### src/rtl/fifo_ctrl_pkg.sv
// Shared FIFO geometry used by the pointer/flag controller and the 16x8 RAM.
package fifo_ctrl_pkg;

    localparam int FIFO_ADDR_W = 4;
    localparam int FIFO_DATA_W = 8;
    localparam int FIFO_DEPTH  = 2 ** FIFO_ADDR_W;
    localparam int FIFO_CNT_W  = FIFO_ADDR_W + 1;

    // Which side owns the single RAM port this cycle.
    typedef enum logic [1:0] {
        GNT_NONE = 2'd0,
        GNT_PUSH = 2'd1,
        GNT_POP  = 2'd2
    } grant_e;

endpackage

### src/rtl/fifo_ctrl.sv
// FIFO pointer/flag controller in front of a single-port RAM.
// Arbitrates push/pop onto the one RAM port, tracks occupancy, and keeps
// sticky overflow/underflow flags. Popped data appears on RAM data_out
// one cycle after the grant, qualified by rd_valid.
module fifo_ctrl
    import fifo_ctrl_pkg::*;
#(
    parameter int ADDR_W = FIFO_ADDR_W
) (
    input  logic              ck,
    input  logic              rst,
    input  logic              push,
    input  logic              pop,
    output logic              push_ok,
    output logic              pop_ok,
    output logic              rd_valid,
    output logic              full,
    output logic              empty,
    output logic [ADDR_W:0]   count,
    output logic              overflow,
    output logic              underflow,
    output logic              ram_cs,
    output logic              ram_we,
    output logic [ADDR_W-1:0] ram_addr
);

    localparam int             DEPTH    = 2 ** ADDR_W;
    localparam int             CNT_W    = ADDR_W + 1;
    localparam logic [CNT_W-1:0] CNT_FULL = CNT_W'(DEPTH);

    logic [ADDR_W-1:0] r_wr_ptr;
    logic [ADDR_W-1:0] r_rd_ptr;
    logic [CNT_W-1:0]  r_count;
    logic              r_last_pop;
    logic              r_rd_valid;
    logic              r_full;
    logic              r_empty;
    logic              r_overflow;
    logic              r_underflow;

    grant_e            w_grant;
    logic              w_push_ok;
    logic              w_pop_ok;
    logic [CNT_W-1:0]  w_count_nxt;

    // Port arbitration: empty/full force the only useful grant, otherwise
    // alternate against whoever won last so neither side starves.
    always_comb begin
        w_grant = GNT_NONE;
        if (push && pop) begin
            if (r_empty)         w_grant = GNT_PUSH;
            else if (r_full)     w_grant = GNT_POP;
            else if (r_last_pop) w_grant = GNT_PUSH;
            else                 w_grant = GNT_POP;
        end else if (push && !r_full) begin
            w_grant = GNT_PUSH;
        end else if (pop && !r_empty) begin
            w_grant = GNT_POP;
        end
    end

    assign w_push_ok = (w_grant == GNT_PUSH);
    assign w_pop_ok  = (w_grant == GNT_POP);

    // RAM port drive; idle cycles park the address on the read pointer.
    always_comb begin
        ram_cs   = 1'b0;
        ram_we   = 1'b0;
        ram_addr = r_rd_ptr;
        if (w_push_ok) begin
            ram_cs   = 1'b1;
            ram_we   = 1'b1;
            ram_addr = r_wr_ptr;
        end else if (w_pop_ok) begin
            ram_cs   = 1'b1;
            ram_addr = r_rd_ptr;
        end
    end

    // Next occupancy; at most one of push/pop is granted so +/-1 suffices.
    always_comb begin
        w_count_nxt = r_count;
        if (w_push_ok)     w_count_nxt = r_count + CNT_W'(1);
        else if (w_pop_ok) w_count_nxt = r_count - CNT_W'(1);
    end

    // State update; reset overrides any grant made in the same cycle.
    always_ff @(posedge ck) begin
        if (rst) begin
            r_wr_ptr    <= '0;
            r_rd_ptr    <= '0;
            r_count     <= '0;
            r_last_pop  <= 1'b0;
            r_rd_valid  <= 1'b0;
            r_full      <= 1'b0;
            r_empty     <= 1'b1;
            r_overflow  <= 1'b0;
            r_underflow <= 1'b0;
        end else begin
            if (w_push_ok) begin
                r_wr_ptr   <= r_wr_ptr + ADDR_W'(1);
                r_last_pop <= 1'b0;
            end else if (w_pop_ok) begin
                r_rd_ptr   <= r_rd_ptr + ADDR_W'(1);
                r_last_pop <= 1'b1;
            end
            r_count     <= w_count_nxt;
            r_full      <= (w_count_nxt == CNT_FULL);
            r_empty     <= (w_count_nxt == '0);
            r_rd_valid  <= w_pop_ok;
            r_overflow  <= r_overflow  | (push && !w_push_ok && r_full);
            r_underflow <= r_underflow | (pop  && !w_pop_ok  && r_empty);
        end
    end

    assign push_ok   = w_push_ok;
    assign pop_ok    = w_pop_ok;
    assign rd_valid  = r_rd_valid;
    assign full      = r_full;
    assign empty     = r_empty;
    assign count     = r_count;
    assign overflow  = r_overflow;
    assign underflow = r_underflow;

endmodule

### config.mk
export PLATFORM = sky130hd
export DESIGN_NAME = fifo_ctrl
export DESIGN_NICKNAME = d
export VERILOG_FILES = /design/src/rtl/fifo_ctrl_pkg.sv /design/src/rtl/fifo_ctrl.sv
export SDC_FILE = /design/constraint.sdc
export NUM_CORES = 1
export LEC_CHECK = 0
export CAP_MARGIN = 10
export CORE_ASPECT_RATIO = 0.7
export CORE_MARGIN = 5
export CORE_UTILIZATION = 52
export DETAILED_ROUTE_END_ITERATION = 12
export PLACE_DENSITY = 0.82
export SLEW_MARGIN = 40
export SYNTH_ARGS = -nofsm -noshare
export SYNTH_HDL_FRONTEND = slang
export SYNTH_SLANG_ARGS = --single-unit
### constraint.sdc
create_clock -name ck -period 3.7 [get_ports ck]
set_input_delay 0.555 -clock ck [delete_from_list [all_inputs] [get_ports ck]]
set_output_delay 0.555 -clock ck [all_outputs]
set_load 0.02 [all_outputs]
==> results of run 1 <==
worst reg2reg max path, delay by kind of cell (launching register included):
kind                     cells  cell delay [ns]
XOR/XNOR                     1             0.17
flip-flops                   1             0.35
buffers and inverters        1             0.24
AO/OA/AOI/OAI                2             0.50
AND/OR/NAND/NOR              3             0.60
adder cells (fa/ha/maj)      1             0.32
worst paths after layout:
check,startpoint,to,slack [ns],cells past startpoint
min,r_last_pop$_SDFFE_PP0N_,r_last_pop$_SDFFE_PP0N_,0.50,2
min reg2reg,r_last_pop$_SDFFE_PP0N_,r_last_pop$_SDFFE_PP0N_,0.50,2
max reg2reg,empty$_SDFF_PP1_,full$_SDFF_PP0_,1.42,8
max,push,ram_addr[0],0.49,7
power groups by stage:
stage,logic [mW],registers [mW],clock network (mW)
6_report,0.290,0.267,0.111
3_3_place_gp,0.279,0.269,0
4_1_cts,0.291,0.266,0.114
3_5_place_dp,0.289,0.271,0
2_1_floorplan,0.169,0.289,0
5_1_grt,0.319,0.274,0.121
layout by cell type (no fill, tap or decap), types with 2 or more instances in the layout:
master / synthesis / final
mux2_2: 4 / 4
clkdlybuf4s50_1: 0 / 21
nand2_1: 3 / 3
clkbuf_4: 0 / 3
xor2_1: 5 / 5
ha_1: 7 / 7
dfxtp_1: 19 / 19
nand4_1: 4 / 4
a211oi_1: 2 / 2
nor2_1: 17 / 17
a21oi_1: 4 / 4
o21a_1: 2 / 2
nand3b_1: 2 / 2
mux2i_1: 2 / 2
inv_1: 9 / 9
nor3_1: 2 / 2
xnor2_1: 4 / 4
per-layer routing:
metal	vias to the layer above	wire length, um
met5	-	0
met3	2	136
li1	408	-
met1	396	939
met2	25	1025
met4	0	29
sequential cells by signal (all words and copies together), names as in the netlist:
| signal | cells |
|---|---|
| empty | 1 |
| count | 5 |
| r_rd_ptr | 4 |
| underflow | 1 |
| full | 1 |
| r_wr_ptr | 4 |
| rd_valid | 1 |
| overflow | 1 |
| r_last_pop | 1 |
through the flow:
stage	utilization (%)	cell area, um^2	power, mW	worst slack [ns]	std cells
6_report	66.62	1214	0.6677	0.4889	149
3_5_place_dp	65.11	1186	0.5596	0.4798	145
2_1_floorplan	-	970.9	0.4585	1.116	107
3_3_place_gp	65.11	1186	0.5484	0.5618	145
5_1_grt	66.62	1214	0.7140	0.3957	149
4_1_cts	66.62	1214	0.6710	0.4805	149
layout make-up:
| class | count | area [um^2] |
|---|---|---|
| fill | 155 | 608.1 |
| inverter | 9 | 33.78 |
| clock buffer | 3 | 22.52 |
| timing repair buffer | 22 | 217.7 |
| clock inverter | 1 | 5.005 |
| sequential | 19 | 380.4 |
| tap | 22 | 27.53 |
| multi-input combinational | 73 | 526.8 |
cells by family (layout without fill, tap and decap cells):
family          after synthesis  count (layout)  share of synthesized area, %
compound gates               16              16                         12.37
fa+ha+maj                     7               7                         9.020
flops                        19              19                         39.17
simple gates                 35              35                         18.04
mux                           6               6                         6.701
xor+xnor                      9               9                         8.118
buf+inv                      15              35                         6.572
==> impl_metrics.csv, run 1 <==
group,metric,value,unit
drt,drt_first_pass_iters,4,
clock_tree,cts_resized,0,
power_and_ir_drop,p_leak,0.4783,nW
global_route,antenna_found_initial,0,
worst_setup_path,cp.arrival,2.66,ns
power_and_ir_drop,power_switching,0.2573,mW
place,io_buffer_count,21,
power_and_ir_drop,ir_worst_vdd,317.1,uV
clock_tree,clkLatencyLatePin,0.32,ns
timing,whs,0.4995,ns
clock_tree,post_cts_buffers,0,
cells_and_area,insertedDiodeCount,0,
clock_tree,cts_tree,"built",
drt,antenna_left,0,
synthesis,synth_common_cells,"19 x dfxtp_1, 17 x nor2_1, 9 x inv_1",
floorplanning,initial_core_util,53.30,%
clock_tree,cts-root-buf,"clkbuf_4",
timing,relSlewSlack,53.41,%
global_route,grtUsageTotal,18.11,%
power_and_ir_drop,power_frac_seq,40.0,%
synthesis,yosysTopAreaCell,"dfxtp_1",
timing,setup_viol,0,
floorplanning,io_pins,22,
place,gp_congestion,0.7162,
place,dp_hpwl,1565,um
cells_and_area,area_growth,25.00,%
timing,fmax,311.4,MHz
global_route,grt_busiest_layer,"met2",
synthesis,synth_area_leaders,"dfxtp_1 39%, ha_1 9.0%, nor2_1 6.6%",
power_and_ir_drop,pwr-share-clk,16.6,%
worst_setup_path,timing.critical_path.mode_cell,"clkdlybuf4s50_1",
floorplanning,core_area,0.001822,mm^2
worst_hold_path,holdCritPathClass,"flip-flop to flip-flop",
clock_tree,cts_inserted_buffers,3,
synthesis,synth_edf_count,0,
worst_setup_path,slowest_stage,"clkdlybuf4s50_1",
worst_setup_path,cp_max_fo,9,
timing,period_needed,3.211,ns
drt,wl_per_cell,14.30,um
global_route,grt_overflow,0,
synthesis,synth_nets,118,
clock_tree,cts.hold.buffers_added,0,
clock_tree,clk_pin_slew,0.12,ns
timing,setup_tns,0,ns
clock_tree,clkSinkCount,19,
worst_setup_path,crit_path_start_kind,"input pin",
power_and_ir_drop,p_per_area,550.2,mW/mm^2
global_route,grtUsageMet2,28.60,%
drt,viasPerCell,5.577,
synthesis,netlist-cell-type-count,33,
worst_setup_path,critical-path-top-delay-family,"buffers and inverters",
floorplanning,dieArea,0.002845,mm^2
timing,fin_crit_sh,86.79,%
drt,vias,831,
timing,finalHoldViolCount,0,
synthesis,ys_ff_latch,19,
drt,drc,0,
drt,drtIter0Drc,44,
synthesis,synth_ff_type,"dfxtp_1",
global_route,grt_max_degree,20,
clock_tree,cts_buffer_depth,2,
worst_setup_path,crit_chain,"clkdlybuf4s50_1 > nand2_1 > o21a_1 > inv_1 > ha_1 > mux2_2 > clkdlybuf4s50_1",
worst_setup_path,critPathKind,"input pin to output port",
synthesis,async_flop_share,0,%
cells_and_area,fin_nets,139,
timing,tightest_slew,0.6967,ns
timing,slew_violations,0,
floorplanning,placementRows,13,
floorplanning,die_w,61.65,um
worst_setup_path,max_stage_delay,0.55,ns
worst_setup_path,crit_buf_inv,3,
global_route,met3_usage,5.882,%
global_route,grt_pass1_wl,3719,um
outcome,status,"finished clean",
timing,rsz0062_at_grt,"false",
worst_setup_path,crit_required,3.14,ns
synthesis,yosysMostFrequentCell,"dfxtp_1",
clock_tree,htree_levels,1,
drt,wl,2130,um
synthesis,yosysSeqAreaShare,39.18,%
synthesis,synth_area,970.9,um^2
synthesis,yosysTopAreaCellShare,39.18,%
synthesis,synthCells,107,
run,cap_violations,0,
power_and_ir_drop,switching_share,38.53,%
floorplanning,die_h,46.15,um
worst_setup_path,end_kind,"output port",
power_and_ir_drop,intPower,0.4104,mW
synthesis,synth.avg_cell_area,9.074,um^2
timing,fin_skew,0.01896,ns
cells_and_area,drive_gt1_share,7.874,%
global_route,use_met1,22.82,%
synthesis,yosysWarnings,0,
global_route,first_global_vias,810,
power_and_ir_drop,power_frac_comb,43.4,%
(Power assumes the default switching activity.)
==> inputs of run 2 (changes only) <==
Settings changed: CORE_MARGIN 5 to 2.
==> impl_metrics.csv, run 2 (synthesized netlist as in run 1, its figures left out) <==
group,metric,value,unit
power_and_ir_drop,power_switching,0.2469,mW
power_and_ir_drop,power_frac_comb,43.7,%
worst_setup_path,ff2ff_path_depth,8,
place,dpl_worst_slack,0.5766,ns
floorplanning,dieArea,0.002234,mm^2
power_and_ir_drop,p_leak,0.4783,nW
worst_setup_path,end_kind,"output port",
drt,vias,789,
worst_setup_path,crit_chain,"clkdlybuf4s50_1 > nand2_1 > o21a_1 > inv_1 > ha_1 > buf_4 > clkdlybuf4s50_1",
worst_setup_path,crit_required,3.14,ns
worst_setup_path,crit_buf_inv,4,
power_and_ir_drop,ir_worst_vdd,366.8,uV
worst_setup_path,rr_startpoint,"empty$_SDFF_PP1_",
cells_and_area,final_cells,149,
global_route,grtUsageTotal,19.46,%
worst_setup_path,max_stage_delay,0.64,ns
timing,slew_violations,0,
worst_setup_path,cp.arrival,2.56,ns
global_route,grt_overflow,0,
drt,wl_per_cell,12.81,um
drt,drtIter0Drc,37,
power_and_ir_drop,pwr-share-clk,15.8,%
place,post_dp_cell_area,0.001186,mm^2
timing,tightest_slew,0.6875,ns
clock_tree,clk_pin_slew,0.10,ns
cells_and_area,final_common_cell,"clkdlybuf4s50_1",
worst_setup_path,crit-reg2reg-capture,"empty$_SDFF_PP1_",
power_and_ir_drop,switching_share,37.62,%
worst_setup_path,critical-path-top-delay-family,"buffers and inverters",
cells_and_area,final_cell_area,0.001214,mm^2
worst_hold_path,holdCritPathClass,"flip-flop to flip-flop",
worst_hold_path,worstHoldPathCells,2,
power_and_ir_drop,total_power,0.6562,mW
floorplanning,die_w,55.65,um
global_route,grt_pass1_wl,3243,um
drt,viasPerCell,5.295,
timing,whs,0.4795,ns
drt,wl,1909,um
clock_tree,cts.hold.buffers_added,0,
cells_and_area,ff_latch_area,380.4,um^2
drt,drt_first_pass_iters,4,
clock_tree,clkLatencyLatePin,0.30,ns
worst_setup_path,rrSetupSlack,1.55,ns
global_route,grt_max_degree,22,
worst_setup_path,cp_max_fo,21,
place,io_buffer_count,21,
cells_and_area,largest_reg_flops,5,
place,gp_congestion,0.8182,
floorplanning,core_area,0.001805,mm^2
floorplanning,die_h,40.15,um
power_and_ir_drop,intPower,0.4094,mW
timing,relSlewSlack,54.02,%
floorplanning,initial_core_util,53.78,%
timing,fin_skew,0.005380,ns
timing,rsz0062_at_grt,"false",
run,cap_violations,0,
timing,setup_viol,0,
timing,fmax,320.8,MHz
worst_hold_path,hold_path_end,"underflow$_SDFF_PP0_",
global_route,antenna_found_initial,0,
cells_and_area,multiInputGateArea,526.8,um^2
cells_and_area,area_growth,25.00,%
clock_tree,cts_buffer_depth,2,
cells_and_area,n_fill_cell,136,
place,dp_hpwl,1390,um
clock_tree,clkSinkCount,19,
worst_setup_path,slowest_stage,"clkdlybuf4s50_1",
place,place_inst,145,
clock_tree,cts_inserted_buffers,3,
drt,drc,0,
clock_tree,cts-root-buf,"clkbuf_4",
worst_setup_path,crit_path_start_kind,"input pin",
worst_setup_path,critPathKind,"input pin to output port",
cells_and_area,drive_gt1_share,7.874,%
clock_tree,cts_tree,"built",
power_and_ir_drop,p_per_area,540.7,mW/mm^2
worst_setup_path,timing.critical_path.mode_cell,"clkdlybuf4s50_1",
worst_hold_path,hold_start,"underflow$_SDFF_PP0_",
drt,antenna_left,0,
floorplanning,io_pins,22,
cells_and_area,insertedDiodeCount,0,
timing,setup_tns,0,ns
timing,finalHoldViolCount,0,
clock_tree,cts_resized,0,
timing,period_needed,3.117,ns
timing,layout_setup_ws,0.5825,ns
clock_tree,htree_levels,1,
cells_and_area,fin_util,67.22,%
cells_and_area,fin_nets,139,
timing,fin_crit_sh,84.26,%
outcome,status,"finished clean",
global_route,first_global_vias,733,
floorplanning,placementRows,13,
cells_and_area,final_cell_mix,"21 x clkdlybuf4s50_1, 19 x dfxtp_1, 17 x nor2_1, 9 x inv_1, 7 x ha_1",
power_and_ir_drop,power_frac_seq,40.5,%
clock_tree,post_cts_buffers,0,
## run 2: worst max path at each step
stage | cells after the start | slack (ns) | start | endpoint
floorplan | 7 | 1.12 | pop | ram_addr[0]
global placement | 7 | 0.63 | push | push_ok
detailed placement | 7 | 0.58 | push | push_ok
CTS | 7 | 0.57 | push | push_ok
global route | 7 | 0.42 | push | push_ok
finish | 7 | 0.58 | push | ram_we
## run 2: power by group through the flow
stage,clock network [mW],registers [mW],logic [mW]
global placement,0,0.268,0.281
detailed placement,0,0.271,0.285
floorplan,0,0.289,0.169
global route,0.119,0.272,0.315
finish,0.104,0.266,0.287
CTS,0.110,0.266,0.288
## run 2: area by class of cell
class	instances	share of cell area [%]
inverter	9	2.784
sequential	19	31.34
timing repair buffer	22	17.94
multi-input combinational	73	43.40
clock buffer	3	1.856
clock inverter	1	0.4124
tap	22	2.268
## run 2: per-layer routing
| layer | global-route usage, % | share of wire [%] |
|---|---|---|
| met1 | 24.47 | 50 |
| met2 | 32.44 | 45 |
| met3 | 7.097 | 3.8 |
| met4 | 5.488 | 0.79 |
| met5 | 0 | 0 |
## run 2: tightest hold or removal path, stage by stage, from the launching register on
cell     delay (ns)
dfxtp_1        0.34
a21oi_1        0.05
nor2_1         0.07
==> inputs of run 3 (changes only) <==
Settings changed: CORE_UTILIZATION 52 to 48, PLACE_DENSITY 0.82 to 0.77.
Clock period 3.7 ns to 3.1 ns, I/O delays scaled along.
==> impl_metrics.csv, run 3 (synthesized netlist as in run 1, its figures left out) <==
group,metric,value,unit
outcome,status,"finished clean",
cells_and_area,fin_util,65.05,%
timing,rsz0062_at_grt,"false",
cells_and_area,insertedDiodeCount,0,
place,dp_hpwl,1491,um
run,cap_violations,0,
timing,whs,0.4784,ns
drt,met2_length,947,um
worst_setup_path,critPathKind,"input pin to output port",
worst_setup_path,cp_max_fo,6,
cells_and_area,area_growth,26.42,%
drt,dr_wl_met3,148,um
clock_tree,cts_inserted_buffers,3,
drt,vias,835,
worst_setup_path,rr_startpoint,"empty$_SDFF_PP1_",
cells_and_area,drive_gt1_share,8.527,%
worst_hold_path,worstHoldPathCells,2,
clock_tree,post_cts_buffers,0,
floorplanning,die_h,41.63,um
power_and_ir_drop,ir_worst_vdd,485.1,uV
clock_tree,cts.hold.buffers_added,0,
drt,drtIter0Drc,16,
floorplanning,dieArea,0.002404,mm^2
timing,setup_tns,0,ns
cells_and_area,final_common_cell,"clkdlybuf4s50_1",
power_and_ir_drop,total_power,0.7966,mW
drt,wl,2100,um
cells_and_area,final_cell_area,0.001227,mm^2
global_route,grtUsageTotal,18.34,%
worst_setup_path,crit_required,2.63,ns
worst_hold_path,hold_start,"overflow$_SDFF_PP0_",
clock_tree,cts_tree,"built",
clock_tree,clk_pin_slew,0.10,ns
cells_and_area,n_fill_cell,152,
drt,wl_met1,995,um
cells_and_area,final_cell_mix,"21 x clkdlybuf4s50_1, 19 x dfxtp_1, 17 x nor2_1, 9 x inv_1, 7 x ha_1",
worst_hold_path,holdCritPathClass,"flip-flop to flip-flop",
worst_setup_path,crit-reg2reg-capture,"full$_SDFF_PP0_",
worst_setup_path,end_kind,"output port",
floorplanning,core_area,0.001887,mm^2
drt,drc,0,
global_route,grt_overflow,0,
drt,drt_first_pass_iters,4,
timing,fin_crit_sh,95.94,%
worst_setup_path,slowest_stage,"clkdlybuf4s50_1",
worst_setup_path,crit_path_start,"push",
worst_setup_path,ff2ff_path_depth,8,
worst_setup_path,max_stage_delay,0.54,ns
floorplanning,die_w,57.76,um
drt,antenna_left,0,
power_and_ir_drop,power_frac_comb,44.5,%
power_and_ir_drop,switching_share,37.58,%
clock_tree,clkLatencyLatePin,0.29,ns
cells_and_area,multiInputGateArea,526.8,um^2
clock_tree,cts_resized,0,
clock_tree,cts_buffer_depth,2,
global_route,antenna_found_initial,0,
timing,finalHoldViolCount,0,
timing,slew_violations,0,
global_route,grt_pass1_wl,3387,um
timing,setup_viol,0,
timing,fmax,336.2,MHz
drt,viasPerCell,5.530,
power_and_ir_drop,p_per_area,649.0,mW/mm^2
drt,highest_layer,"met4",
power_and_ir_drop,pwr-share-clk,15.4,%
place,place_inst,147,
worst_hold_path,hold_path_end,"overflow$_SDFF_PP0_",
cells_and_area,largest_reg_flops,5,
power_and_ir_drop,p_leak,0.4860,nW
clock_tree,htree_levels,1,
timing,layout_setup_ws,0.1258,ns
timing,tightest_slew,0.6949,ns
power_and_ir_drop,intPower,0.4972,mW
cells_and_area,ff_latch_area,380.4,um^2
floorplanning,io_pins,22,
place,gp_congestion,0.7552,
floorplanning,placementRows,13,
power_and_ir_drop,power_switching,0.2993,mW
timing,period_needed,2.974,ns
worst_setup_path,crit_path_start_kind,"input pin",
global_route,first_global_vias,754,
timing,fin_skew,0.006628,ns
clock_tree,cts-root-buf,"clkbuf_4",
worst_setup_path,crit_chain,"clkdlybuf4s50_1 > nand2_1 > o21a_1 > inv_1 > ha_1 > mux2_2 > clkdlybuf4s50_1",
place,post_dp_cell_area,0.001201,mm^2
power_and_ir_drop,power_frac_seq,40.1,%
place,dpl_worst_slack,0.1611,ns
cells_and_area,fin_nets,141,
place,io_buffer_count,21,
drt,wl_per_cell,13.91,um
worst_setup_path,cp.arrival,2.51,ns
timing,relSlewSlack,53.53,%
worst_setup_path,rrSetupSlack,1.00,ns
cells_and_area,final_cells,151,
global_route,grt_max_degree,20,
worst_setup_path,timing.critical_path.mode_cell,"clkdlybuf4s50_1",
clock_tree,clkSinkCount,19,
floorplanning,initial_core_util,51.46,%
-- run 3: changes by cell type in the layout (fill, tap and decap cells not counted), sizes merged --
| cell | previous run | this run |
|---|---|---|
| clkinv | 1 | 0 |
| clkbuf | 3 | 4 |
| buf | 1 | 3 |
-- run 3: critical path, delay by kind of cell --
family,cells,cell delay (ns)
adders and majority gates,1,0.28
and+or+nand+nor,1,0.08
AOI/OAI and AO/OA,1,0.21
buffers and inverters,3,1.11
muxes,1,0.36
-- run 3: area by class of cell --
type | instances | share of cell area, %
Inverter | 9 | 2.752
Tap cell | 22 | 2.243
Sequential cell | 19 | 30.99
Clock buffer | 4 | 2.141
Multi-Input combinational cell | 73 | 42.92
Timing Repair Buffer | 24 | 18.96
-- run 3: metal layers --
metal | vias up | track usage [%]
met4 | 0 | 4.186
met5 | - | 0
li1 | 412 | -
met3 | 2 | 8.100
met2 | 33 | 26.36
met1 | 388 | 25.29
-- run 3: power groups by stage --
stage	clock (mW)	combinational (mW)	sequential, mW
6_report	0.123	0.354	0.319
5_1_grt	0.137	0.384	0.325
4_1_cts	0.127	0.355	0.319
3_5_place_dp	0	0.352	0.324
3_3_place_gp	0	0.341	0.322
2_1_floorplan	0	0.202	0.345
-- run 3: worst max-delay path by stage --
stage,to,cells past startpoint,slack [ns]
2_1_floorplan,ram_addr[0],7,0.70
3_3_place_gp,ram_addr[3],7,0.19
3_5_place_dp,ram_addr[3],6,0.16
4_1_cts,ram_addr[3],7,0.12
5_1_grt,ram_addr[0],7,0.02
6_report,ram_addr[3],7,0.13
